==> config.mk <==
export PLATFORM = sky130hd
export DESIGN_NAME = sram_arbiter
export DESIGN_NICKNAME = d
export VERILOG_FILES = /design/src/rtl/sram_arbiter.sv
export SDC_FILE = /design/constraint.sdc
export NUM_CORES = 1
export LEC_CHECK = 0
export BUFFER_PORTS_ARGS = -buffer_cell sky130_fd_sc_hd__clkbuf_2
export CAP_MARGIN = 25
export CORE_MARGIN = 2
export CORE_UTILIZATION = 50
export CTS_BUF_LIST = sky130_fd_sc_hd__clkbuf_8
export CTS_CLUSTER_SIZE = 10
export DETAILED_ROUTE_END_ITERATION = 10
export PLACE_DENSITY = 0.84
export SETUP_SLACK_MARGIN = 0.05
export SLEW_MARGIN = 20
export SYNTH_ARGS = -nofsm -noshare
export SYNTH_HDL_FRONTEND = slang
export SYNTH_SLANG_ARGS = --single-unit
==> constraint.sdc <==
create_clock -name clock -period 2.8 [get_ports clock]
set_input_delay 0.56 -clock clock [delete_from_list [all_inputs] [get_ports clock]]
set_output_delay 0.56 -clock clock [all_outputs]
set_load 0.02 [all_outputs]
==> src/rtl/sram_arbiter.sv <==
// Two-port arbiter and strobe sequencer for one asynchronous SRAM bank.
// Port 0 (display fetch) has priority; port 1 is protected against starvation.

module sram_arbiter_param_chk #(
    parameter int WAIT_CYCLES  = 2,
    parameter int STARVE_LIMIT = 4
) ();
    // Writes need at least one cycle with WE low, so zero wait cycles is rejected.
    if (WAIT_CYCLES < 1 || WAIT_CYCLES > 15) begin : g_bad_wait
        $error("sram_arbiter: WAIT_CYCLES must be in 1..15 so writes get a WE low strobe");
    end
    if (STARVE_LIMIT < 1 || STARVE_LIMIT > 15) begin : g_bad_starve
        $error("sram_arbiter: STARVE_LIMIT must be in 1..15");
    end
endmodule

module sram_arbiter #(
    parameter int ADDR_WIDTH   = 19,
    parameter int DATA_WIDTH   = 8,
    parameter int WAIT_CYCLES  = 2,
    parameter int STARVE_LIMIT = 4
) (
    input  logic                  clock,
    input  logic                  reset,
    input  logic                  p0_req,
    input  logic                  p0_we,
    input  logic [ADDR_WIDTH-1:0] p0_addr,
    input  logic [DATA_WIDTH-1:0] p0_wdata,
    output logic                  p0_ack,
    output logic [DATA_WIDTH-1:0] p0_rdata,
    output logic                  p0_rvalid,
    input  logic                  p1_req,
    input  logic                  p1_we,
    input  logic [ADDR_WIDTH-1:0] p1_addr,
    input  logic [DATA_WIDTH-1:0] p1_wdata,
    output logic                  p1_ack,
    output logic [DATA_WIDTH-1:0] p1_rdata,
    output logic                  p1_rvalid,
    output logic [ADDR_WIDTH-1:0] sram_addr,
    output logic [DATA_WIDTH-1:0] sram_dq_out,
    output logic                  sram_dq_oe,
    input  logic [DATA_WIDTH-1:0] sram_dq_in,
    output logic                  sram_ce_n,
    output logic                  sram_oe_n,
    output logic                  sram_we_n
);
    typedef enum logic [1:0] {
        ST_IDLE   = 2'd0,
        ST_ACCESS = 2'd1,
        ST_TURN   = 2'd2
    } state_t;

    localparam logic [3:0] WAIT_LAST  = 4'(WAIT_CYCLES);
    localparam logic [3:0] STARVE_MAX = 4'(STARVE_LIMIT);

    sram_arbiter_param_chk #(
        .WAIT_CYCLES (WAIT_CYCLES),
        .STARVE_LIMIT(STARVE_LIMIT)
    ) u_param_chk ();

    state_t                state_r, state_s;
    logic [3:0]            cnt_r, cnt_s;
    logic [3:0]            starve_r, starve_s;
    logic                  we_r, we_s;
    logic                  port_r, port_s;
    logic                  grant_p1_s, win_we_s;
    logic [ADDR_WIDTH-1:0] win_addr_s;
    logic [DATA_WIDTH-1:0] win_wdata_s;
    logic                  p0_ack_s, p1_ack_s, p0_rvalid_s, p1_rvalid_s;
    logic [DATA_WIDTH-1:0] p0_rdata_s, p1_rdata_s;
    logic [ADDR_WIDTH-1:0] sram_addr_s;
    logic [DATA_WIDTH-1:0] sram_dq_out_s;
    logic                  sram_dq_oe_s, sram_ce_n_s, sram_oe_n_s, sram_we_n_s;

    // Port 1 wins when alone or once port 0 has been favoured STARVE_LIMIT times in a row.
    always_comb begin
        grant_p1_s = p1_req && (!p0_req || (starve_r == STARVE_MAX));
        if (grant_p1_s) begin
            win_we_s    = p1_we;
            win_addr_s  = p1_addr;
            win_wdata_s = p1_wdata;
        end else begin
            win_we_s    = p0_we;
            win_addr_s  = p0_addr;
            win_wdata_s = p0_wdata;
        end
    end

    // Next state and next values of every registered output.
    always_comb begin
        state_s       = state_r;
        cnt_s         = cnt_r;
        starve_s      = starve_r;
        we_s          = we_r;
        port_s        = port_r;
        p0_ack_s      = 1'b0;
        p1_ack_s      = 1'b0;
        p0_rvalid_s   = 1'b0;
        p1_rvalid_s   = 1'b0;
        p0_rdata_s    = p0_rdata;
        p1_rdata_s    = p1_rdata;
        sram_addr_s   = sram_addr;
        sram_dq_out_s = sram_dq_out;
        sram_dq_oe_s  = 1'b0;
        sram_ce_n_s   = 1'b1;
        sram_oe_n_s   = 1'b1;
        sram_we_n_s   = 1'b1;
        case (state_r)
            ST_IDLE: begin
                if (p0_req || p1_req) begin
                    state_s       = ST_ACCESS;
                    cnt_s         = 4'd0;
                    we_s          = win_we_s;
                    port_s        = grant_p1_s;
                    p0_ack_s      = !grant_p1_s;
                    p1_ack_s      = grant_p1_s;
                    sram_addr_s   = win_addr_s;
                    sram_dq_out_s = win_wdata_s;
                    sram_ce_n_s   = 1'b0;
                    sram_oe_n_s   = win_we_s;
                    sram_dq_oe_s  = win_we_s;
                    sram_we_n_s   = !(win_we_s && (WAIT_LAST != 4'd0));
                    if (grant_p1_s || !p1_req) begin
                        starve_s = 4'd0;
                    end else if (starve_r < STARVE_MAX) begin
                        starve_s = starve_r + 4'd1;
                    end else begin
                        starve_s = starve_r;
                    end
                end else begin
                    state_s = ST_IDLE;
                end
            end
            ST_ACCESS: begin
                if (cnt_r == WAIT_LAST) begin
                    // Last strobe cycle: capture pad data and release the bus for turnaround.
                    state_s = ST_TURN;
                    cnt_s   = 4'd0;
                    if (!we_r && port_r) begin
                        p1_rvalid_s = 1'b1;
                        p1_rdata_s  = sram_dq_in;
                    end else if (!we_r) begin
                        p0_rvalid_s = 1'b1;
                        p0_rdata_s  = sram_dq_in;
                    end else begin
                        p0_rvalid_s = 1'b0;
                        p1_rvalid_s = 1'b0;
                    end
                end else begin
                    cnt_s        = cnt_r + 4'd1;
                    sram_ce_n_s  = 1'b0;
                    sram_oe_n_s  = we_r;
                    sram_dq_oe_s = we_r;
                    sram_we_n_s  = !(we_r && ((cnt_r + 4'd1) != WAIT_LAST));
                end
            end
            ST_TURN: begin
                state_s = ST_IDLE;
            end
            default: begin
                state_s = ST_IDLE;
            end
        endcase
    end

    // State and output registers; reset abandons any access in flight.
    always_ff @(posedge clock) begin
        if (reset) begin
            state_r     <= ST_IDLE;
            cnt_r       <= 4'd0;
            starve_r    <= 4'd0;
            we_r        <= 1'b0;
            port_r      <= 1'b0;
            p0_ack      <= 1'b0;
            p1_ack      <= 1'b0;
            p0_rvalid   <= 1'b0;
            p1_rvalid   <= 1'b0;
            p0_rdata    <= {DATA_WIDTH{1'b0}};
            p1_rdata    <= {DATA_WIDTH{1'b0}};
            sram_addr   <= {ADDR_WIDTH{1'b0}};
            sram_dq_out <= {DATA_WIDTH{1'b0}};
            sram_dq_oe  <= 1'b0;
            sram_ce_n   <= 1'b1;
            sram_oe_n   <= 1'b1;
            sram_we_n   <= 1'b1;
        end else begin
            state_r     <= state_s;
            cnt_r       <= cnt_s;
            starve_r    <= starve_s;
            we_r        <= we_s;
            port_r      <= port_s;
            p0_ack      <= p0_ack_s;
            p1_ack      <= p1_ack_s;
            p0_rvalid   <= p0_rvalid_s;
            p1_rvalid   <= p1_rvalid_s;
            p0_rdata    <= p0_rdata_s;
            p1_rdata    <= p1_rdata_s;
            sram_addr   <= sram_addr_s;
            sram_dq_out <= sram_dq_out_s;
            sram_dq_oe  <= sram_dq_oe_s;
            sram_ce_n   <= sram_ce_n_s;
            sram_oe_n   <= sram_oe_n_s;
            sram_we_n   <= sram_we_n_s;
        end
    end
endmodule
==> key figures, run 1 <==
Floorplan
  – Die width: 77.45 um
  – Die ar.: 5999 um^2
  – Core area: 5172 um^2
  – Starting Density: 52.15%
  – Die Ht: 77.45 um
  – Cell Rows: 26
  – # IOs: 119

STA
  – Min Hold Slack: 0.4737 ns
  – Minimum clock period: 2.060 ns
  – Clock skew: 0.007252 ns
  – Fmax: 0.4855 GHz
  – Period utilization: 73.56%
  – Setup TNS: 0 ns
  – Setup violators final: 0
  – Hold Vio Cnt, Final: 0
  – Worst slew pin tran: 0.6971 ns
  – Slew Viols, Final: 0
  – RSZ-0062 raised after global routing: false
  – Rel. slew slack: 53.17%

Final layout
  – # diodes: 0
  – # fillers: 430
  – Layout cells sized above 1: 33.02%
  – Layout area overhead: 30.57%
  – Nets: 495
  – Reg area: 1261 um^2
  – Multi-input gate area: 1299 um^2

Power and ir drop
  – Power share of the sequential group: 45.4%
  – Internal: 1.613 mW
  – Static Leak: 1.652 nW
  – Comb power frac: 14.7%
  – Sw power: 0.5463 mW
  – Max VDD drop: 400.8 uV
  – Switch share: 25.30%
  – Clock power share: 39.9%
  – Overall Power: 2.159 mW
  – Pwr dens: 613.1 nW/um^2

Worst setup path
  – Critical Path RT: 2.99 ns
  – Crit end category: register
  – Crit path cell chain: ha_1 > nand4bb_4 > or4b_1 > mux2i_1 > nor2_1
  – Reg2reg path depth: 5
  – Setup crit end: p1_rdata[1]
  – FF-to-FF setup slack: 0.74 ns
  – FF-to-FF Start: cnt_r[1]
  – Crit Path Category: register to register
  – Worst R2R End: p1_rdata[1]
  – Max incr delay on CP: 0.74 ns
  – Critical path fanouts, max: 8
  – Crit path from: cnt_r[1]
  – Crit path DAT: 2.25 ns
  – Startpoint types: register
  – Max stage delay cell, worst path: or4b_1

Global routing
  – Number of global-route vias before repair: 2,430
  – Initial antenna violation count: 0
  – Total GRT Usage: 22.24%
  – Largest net degree at the start of global routing: 60
  – Remaining global-route overflow: 0
  – First-pass GRT wire length: 10,850 um

Clocking
  – CTS tree: done
  – Clock Tree Root: clkbuf_8
  – H-tree depth: 3
  – Cts-stage hold buffer count: 0
  – CTS max path bufs: 2
  – Clock buffer count from CTS: 9
  – Clk pin slew, worst setup/hold paths: 0.07 ns
  – Num Clock Sinks: 63
  – Clk Latency, worst-skew pair: 0.33 ns
  – Setup Buffers After CTS: 0
  – # resized after CTS: 0

Logic synthesis
  – Synth area leader: dfxtp_1
  – Main synth FF type: dfxtp_1
  – Post-synth EDFFs: 0
  – Syn_area_per_cell: 8.564 um^2
  – Register area share after synthesis: 46.75%
  – Post-synthesis compound-gate area fraction: 15.21%
  – Post-synth top area share: 46.75%
  – Yosys Warn Count: 0
  – Syn_nets: 388
  – Synth top area cells: dfxtp_1, a311oi_1, nand2_1
  – Yosys reg bits: 63
  – Synth top cells by count: dfxtp_1, nand2_1, nor2_1
  – Mux contribution to synthesized area: 5.937%
  – Synth Cell Area: 2698 um^2
  – Netlist cell types: 35
  – Main combinational cell family by area after synthesis: simple AND/OR/NAND/NOR gates
  – Post-synthesis cell count: 315
  – Post-Synth Simple-Gate Area: 23.84%
  – Async set-reset flop share out of synthesis: 0%
  – Synth Area in Adders: 2.319%
  – XOR/XNOR Fraction of Synth Area: 0.3247%

Route
  – Drt first-iter violations: 90
  – Via count: 2,619
  – Vias per inst: 5.270
  – Routed len/inst: 13.22 um
  – Total wire length: 6568 um
  – ANT nets after route: 0
  – DR DRC count: 0
  – 1st-pass router iterations: 4

Min path
  – HP Class: input pin to register

Place
  – Buffers on Ports: 118
  – Post-DP HPWL: 4777 um
  – Gpl congestion: 0.8361

Status
  – Status: complete, no violations

Job
  – Maxcap violations: 0
## flip-flops by register name (all words and copies together), names as in the netlist, 2 cells and up
name,flops
p1_rdata,8
cnt_r,4
p0_rdata,8
starve_r,4
sram_addr,19
sram_dq_out,8
state_r,2
## critical path: cells and delay by family, from the launching register on
kind                       cells  cell delay, ns
muxes                          1            0.26
adders and majority gates      1            0.26
DFF                            1            0.44
and+or+nand+nor                3            0.96
## how the worst min path moves through the flow
stage                      startpoint             to  slack (ns)  cells after the start
after floorplan           starve_r[1]    starve_r[1]        0.47                      2
after global placement    p0_rdata[4]    p0_rdata[4]        0.47                      2
after detailed placement  p0_rdata[1]    p0_rdata[1]        0.49                      2
after CTS                  p1_addr[6]   sram_addr[6]        0.46                      3
after global routing      p1_addr[18]  sram_addr[18]        0.47                      3
final                      p1_addr[6]   sram_addr[6]        0.47                      3
## per-stage QoR
| stage | utilization [%] | instances | area (um^2) | setup slack [ns] |
|---|---|---|---|---|
| after detailed placement | 63.76 | 481 | 3298 | 0.7418 |
| after CTS | 68.09 | 497 | 3522 | 0.7317 |
| after global placement | 63.76 | 481 | 3298 | 0.8540 |
| final | 68.09 | 497 | 3522 | 0.7403 |
| after floorplan | - | 315 | 2698 | 1.051 |
| after global routing | 68.09 | 497 | 3522 | 0.6043 |
## power groups by stage
stage | clock network (mW) | logic (mW) | registers [mW]
finish | 0.861 | 0.318 | 0.981
global route | 0.926 | 0.352 | 0.986
CTS | 0.883 | 0.319 | 0.981
detailed placement | 0 | 0.318 | 1.00
global placement | 0 | 0.312 | 0.998
floorplan | 0 | 0.146 | 1.05
## cells by family after synthesis
| family | after synthesis |
|---|---|
| AO/OA/AOI/OAI | 54 |
| buffers and inverters | 34 |
| XOR/XNOR | 1 |
| multiplexers | 16 |
| adder cells (fa/ha/maj) | 5 |
| flip-flops | 63 |
| AND/OR/NAND/NOR | 142 |
## layout by cell type (no fill, tap or decap), types with 5 or more instances in the layout
master / n
clkbuf_2: 118
dfxtp_1: 63
nor2_1: 50
mux2i_1: 16
nor3_1: 7
a21oi_1: 8
ha_1: 5
a311oi_1: 29
inv_1: 10
clkbuf_8: 11
nand2_1: 63
## cell type report
class                   instances  share of cell area [%]
clock buffers                  11                   4.298
inverters                       8                  0.8526
clock inverters                 5                   2.060
multi-input cells             218                   36.87
well taps                      70                   2.487
repair buffers                122                   17.62
flip-flops and latches         63                   35.81
## per-layer routing
| metal | track usage (%) | part of all wire, % |
|---|---|---|
| met3 | 5.465 | 7.5 |
| met4 | 9.107 | 1.1 |
| met2 | 38.17 | 47 |
| met1 | 26.58 | 44 |
| met5 | 0 | 0 |
Note: power is estimated with default switching activity, not from simulation.
==> inputs of run 2 (changes only) <==
--- a/config.mk
+++ b/config.mk
@@ -8,11 +8,11 @@
 export BUFFER_PORTS_ARGS = -buffer_cell sky130_fd_sc_hd__clkbuf_2
 export CAP_MARGIN = 25
 export CORE_MARGIN = 2
-export CORE_UTILIZATION = 50
+export CORE_UTILIZATION = 49
 export CTS_BUF_LIST = sky130_fd_sc_hd__clkbuf_8
 export CTS_CLUSTER_SIZE = 10
 export DETAILED_ROUTE_END_ITERATION = 10
-export PLACE_DENSITY = 0.84
+export PLACE_DENSITY = 0.82
 export SETUP_SLACK_MARGIN = 0.05
 export SLEW_MARGIN = 20
 export SYNTH_ARGS = -nofsm -noshare
==> constraint.sdc (replaced) <==
create_clock -name clock -period 2.1 [get_ports clock]
set_input_delay 0.42 -clock clock [delete_from_list [all_inputs] [get_ports clock]]
set_output_delay 0.42 -clock clock [all_outputs]
set_load 0.02 [all_outputs]
==> run 2 against run 1 <==
Flip-flop and latch count unchanged. Highest routed layer unchanged. Cell count increased by 1.4%. Core utilization decreased by 2.8 points. Non-clock buffer count increased by 5. Final area increased by 0.25%.
==> key figures, run 2 (synthesis results as in run 1) <==
STA
  – Rel. slew slack: 69.54%
  – Minimum clock period: 1.896 ns
  – Setup violators final: 0
  – RSZ-0062 raised after global routing: false
  – Clock skew: 0.007103 ns
  – Fmax: 0.5275 GHz
  – Worst slew pin tran: 0.4569 ns
  – Period utilization: 90.27%
  – Slew Viols, Final: 0
  – Hold Vio Cnt, Final: 0
  – Setup TNS: 0 ns

Route
  – Vias per inst: 5.288
  – Via count: 2,665
  – DR DRC count: 0
  – Routed len/inst: 13.48 um
  – Met1 Wirelength: 2913 um
  – Routed wire length on met3: 529 um
  – ANT nets after route: 0
  – Routed wl met2: 3298 um
  – Uppermost routed layer: met4
  – 1st-pass router iterations: 4
  – Total wire length: 6796 um
  – Drt first-iter violations: 128

Floorplan
  – Starting Density: 49.91%
  – Cell Rows: 27
  – Die Ht: 78.20 um
  – # IOs: 119
  – Die width: 78.20 um
  – Die ar.: 6114 um^2
  – Core area: 5405 um^2

Final layout
  – Max reg flops: 19
  – Final core utilization: 65.32%
  – # fillers: 480
  – Reg area: 1261 um^2
  – Layout area overhead: 30.89%
  – Layout cells sized above 1: 34.03%
  – Largest reg by FF count: sram_addr
  – Multi-input gate area: 1303 um^2
  – # diodes: 0
  – Nets: 500
  – Highest-count cells in the layout ignoring fill and taps: clkbuf_2, nand2_1, dfxtp_1, nor2_1, a311oi_1
  – Most common cell after layout, fill and taps aside: clkbuf_2

Clocking
  – Clock buffer count from CTS: 9
  – Clock Tree Root: clkbuf_8
  – Clk pin slew, worst setup/hold paths: 0.07 ns
  – CTS max path bufs: 2
  – # resized after CTS: 0
  – Num Clock Sinks: 63
  – CTS tree: done
  – Cts-stage hold buffer count: 0
  – Clk Latency, worst-skew pair: 0.33 ns
  – Setup Buffers After CTS: 0
  – H-tree depth: 3

Power and ir drop
  – Pwr dens: 752.2 nW/um^2
  – Max VDD drop: 509.0 uV
  – Static Leak: 1.659 nW

Worst setup path
  – Critical path fanouts, max: 8
  – FF-to-FF setup slack: 0.20 ns
  – Max stage delay cell, worst path: or4b_4
  – FF-to-FF Start: cnt_r[0]
  – Crit end category: register
  – Startpoint types: register
  – Crit path from: cnt_r[0]
  – Crit Path Category: register to register
  – Reg2reg path depth: 6
  – Setup crit end: p1_rdata[2]
  – Max incr delay on CP: 0.61 ns
  – Crit path DAT: 2.10 ns
  – Crit path cell chain: inv_1 > ha_1 > nand4bb_4 > or4b_4 > mux2i_1 > nor2_1
  – Critical Path RT: 2.31 ns
  – Worst R2R End: p1_rdata[2]

Global routing
  – First-pass GRT wire length: 11,270 um
  – Number of global-route vias before repair: 2,492
  – Remaining global-route overflow: 0
  – Largest net degree at the start of global routing: 45
  – Total GRT Usage: 22.99%
  – Initial antenna violation count: 0

Job
  – Maxcap violations: 0

Place
  – Gpl congestion: 0.8355
  – Post-DP HPWL: 4920 um
  – Buffers on Ports: 118

Min path
  – HP Class: input pin to register

Status
  – Status: complete, no violations
run 2: how the worst min path moves through the flow:
stage	start	endpoint	slack, ns	cells past startpoint
floorplan	starve_r[1]	starve_r[1]	0.47	2
global placement	p1_rdata[4]	p1_rdata[4]	0.47	2
detailed placement	p0_rdata[6]	p0_rdata[6]	0.49	2
CTS	p0_addr[17]	sram_addr[17]	0.32	3
global route	p0_addr[11]	sram_addr[11]	0.33	3
finish	p0_addr[17]	sram_addr[17]	0.34	3
run 2: cell type report:
class / instances / area share (%)
clock buffers: 11 / 4.288
clock inverters: 5 / 0.7087
inverters: 8 / 0.8505
multi-input cells: 218 / 36.89
flip-flops and latches: 63 / 35.72
well taps: 72 / 2.551
repair buffers: 127 / 18.99
run 2: worst max-delay path: cells and delay by family, from the launching register on:
| kind | cells | cell delay, ns |
|---|---|---|
| adders and majority gates | 1 | 0.24 |
| buffers and inverters | 1 | 0.12 |
| DFF | 1 | 0.38 |
| muxes | 1 | 0.20 |
| and+or+nand+nor | 3 | 0.83 |
run 2: through the flow:
stage | area (um^2) | setup slack [ns] | hold slack (ns) | std cells | power, mW
2_1_floorplan | 2698 | 0.3511 | 0.4662 | 315 | 1.593
3_3_place_gp | 3351 | 0.1722 | 0.4725 | 488 | 1.758
3_5_place_dp | 3351 | 0.06265 | 0.4888 | 488 | 1.771
4_1_cts | 3527 | 0.05780 | 0.3233 | 504 | 2.681
5_1_grt | 3531 | 0.07683 | 0.3250 | 504 | 2.805
6_report | 3531 | 0.2043 | 0.3370 | 504 | 2.656
run 2: metal layers:
layer / global-route usage, % / vias up
met3: 8.851 / 6
met1: 27.36 / 1231
met4: 7.719 / 0
li1: - / 1321
met2: 38.10 / 107
met5: 0 / -
run 2: power breakdown:
part / total [mW] / internal, mW / switching [mW]
Combinational: 0.437 / 0.173 / 0.264
Sequential: 1.31 / 1.26 / 0.0441
Clock: 0.911 / 0.480 / 0.432
==> inputs of run 3 (changes only) <==
--- a/config.mk
+++ b/config.mk
@@ -12,6 +12,7 @@
 export CTS_BUF_LIST = sky130_fd_sc_hd__clkbuf_8
 export CTS_CLUSTER_SIZE = 10
 export DETAILED_ROUTE_END_ITERATION = 10
+export HOLD_SLACK_MARGIN = 0.12
 export PLACE_DENSITY = 0.82
 export SETUP_SLACK_MARGIN = 0.05
 export SLEW_MARGIN = 20
==> constraint.sdc (replaced) <==
create_clock -name clock -period 2.07 [get_ports clock]
set_input_delay 0.414 -clock clock [delete_from_list [all_inputs] [get_ports clock]]
set_output_delay 0.414 -clock clock [all_outputs]
set_load 0.02 [all_outputs]
==> run 3 against run 2 <==
Register-to-register slack improved by 0.02 ns. Power rose by 1.3%. Via count fell by 1.2%. Clock skew barely moved. Highest routed layer unchanged. Core utilization rose by 0.14 points.
==> key figures, run 3 (synthesis results as in run 1) <==
Floorplan
  – Die Ht: 78.20 um
  – Core area: 5405 um^2
  – Starting Density: 49.91%
  – Cell Rows: 27
  – # IOs: 119
  – Die ar.: 6114 um^2
  – Die width: 78.20 um

STA
  – Setup TNS: 0 ns
  – Minimum clock period: 1.842 ns
  – Period utilization: 88.99%
  – RSZ-0062 raised after global routing: false
  – Worst slew pin tran: 0.4388 ns
  – Slew Viols, Final: 0
  – Clock skew: 0.007550 ns
  – Hold Vio Cnt, Final: 0
  – Fmax: 0.5429 GHz
  – Setup violators final: 0
  – Setup slack after layout: 0.2279 ns
  – Rel. slew slack: 70.52%

Place
  – Buffers on Ports: 118
  – Gpl congestion: 0.8198
  – Post-place setup slack: 0.05103 ns
  – Post-DP HPWL: 4956 um

Final layout
  – Reg area: 1261 um^2
  – # fillers: 503
  – Layout area overhead: 31.17%
  – Multi-input gate area: 1303 um^2
  – Highest-count cells in the layout ignoring fill and taps: clkbuf_2, nand2_1, dfxtp_1, nor2_1, a311oi_1
  – Layout cells sized above 1: 34.18%
  – Nets: 501
  – # diodes: 0
  – Largest reg by FF count: sram_addr
  – Max reg flops: 19
  – Most common cell after layout, fill and taps aside: clkbuf_2

Worst setup path
  – Reg2reg path depth: 6
  – Crit Path Category: register to register
  – Critical Path RT: 2.27 ns
  – Startpoint types: register
  – Crit path DAT: 2.04 ns
  – Critical path fanouts, max: 8
  – Crit end category: register
  – Worst R2R End: p1_rdata[3]
  – FF-to-FF Start: cnt_r[0]
  – FF-to-FF setup slack: 0.23 ns

Power and ir drop
  – Pwr dens: 760.0 nW/um^2
  – Max VDD drop: 471.8 uV
  – Static Leak: 1.664 nW

Global routing
  – Total GRT Usage: 22.21%
  – Initial antenna violation count: 0
  – First-pass GRT wire length: 10,920 um
  – Largest net degree at the start of global routing: 37
  – Number of global-route vias before repair: 2,486
  – Remaining global-route overflow: 0

Route
  – Routed len/inst: 13.28 um
  – Total wire length: 6704 um
  – ANT nets after route: 0
  – Via count: 2,634
  – Drt first-iter violations: 87
  – Vias per inst: 5.216
  – DR DRC count: 0
  – 1st-pass router iterations: 4

Clocking
  – Clock Tree Root: clkbuf_8
  – CTS tree: done
  – Num Clock Sinks: 63
  – Setup Buffers After CTS: 0
  – Clk pin slew, worst setup/hold paths: 0.07 ns
  – CTS max path bufs: 2
  – Clock buffer count from CTS: 9
  – H-tree depth: 3
  – Clk Latency, worst-skew pair: 0.33 ns

Job
  – Maxcap violations: 0

Min path
  – Worst hold start: p0_addr[7]
  – Hold EP: sram_addr[7]
  – Min-Delay Path Depth: 3
  – HP Class: input pin to register

Status
  – Status: complete, no violations
run 3: cell count changes in the layout (fill, tap and decap cells not counted):
cell / before / now
buf_4: 8 / 9
run 3: what timing repair did:
| action | in CTS | in global routing |
|---|---|---|
| gates resized for setup | 1 | 0 |
| hold buffers | 0 | 0 |
| endpoints found under the setup margin | 4 | 0 |
| endpoints found under the hold margin | 0 | 0 |
run 3: routing by layer:
layer	share of wire, %	GRT usage [%]
met1	41	24.75
met2	50	40.26
met3	7.7	7.126
met4	0.76	6.667
met5	0	0
run 3: power by group:
group          total [mW]  internal [mW]  leakage [nW]  switching (mW)
clock               0.920          0.487        0.0977           0.434
combinational       0.443          0.176          1.05           0.267
sequential           1.33           1.28         0.517          0.0443
total                2.69           1.94          1.66           0.744
run 3: through the flow:
| stage | hold slack, ns | cell area, um^2 | util, % | total power [mW] | std cells |
|---|---|---|---|---|---|
| finish | 0.3299 | 3538 | 65.46 | 2.689 | 505 |
| global route | 0.3198 | 3538 | 65.46 | 2.831 | 505 |
| CTS | 0.3114 | 3538 | 65.46 | 2.729 | 505 |
| detailed placement | 0.4863 | 3358 | 62.13 | 1.798 | 489 |
| global placement | 0.4742 | 3358 | 62.13 | 1.785 | 489 |
| floorplan | 0.4662 | 2698 | - | 1.616 | 315 |
run 3: cell type report:
cell class	instances	share of cell area, %
clock inverters	5	0.7072
well taps	72	2.546
flip-flops and latches	63	35.64
multi-input cells	218	36.81
repair buffers	128	19.17
clock buffers	11	4.279
inverters	8	0.8487
run 3: worst max-delay path by stage:
stage / slack, ns / depth (start not counted) / start / endpoint
after floorplan: 0.32 / 6 / cnt_r[0] / cnt_r[3]
final: 0.23 / 6 / cnt_r[0] / p1_rdata[3]
after global routing: 0.10 / 6 / cnt_r[0] / p1_rdata[4]
after detailed placement: 0.05 / 6 / cnt_r[0] / p1_rdata[4]
after CTS: 0.22 / 6 / cnt_r[0] / p1_rdata[4]
after global placement: 0.15 / 5 / cnt_r[1] / p1_rdata[5]
run 3: critical path, stage by stage (launching register included):
cell       delay [ns]
dfxtp_1          0.37
inv_1            0.10
ha_1             0.23
nand4bb_4        0.16
or4b_4           0.62
mux2i_1          0.18
nor2_1           0.06
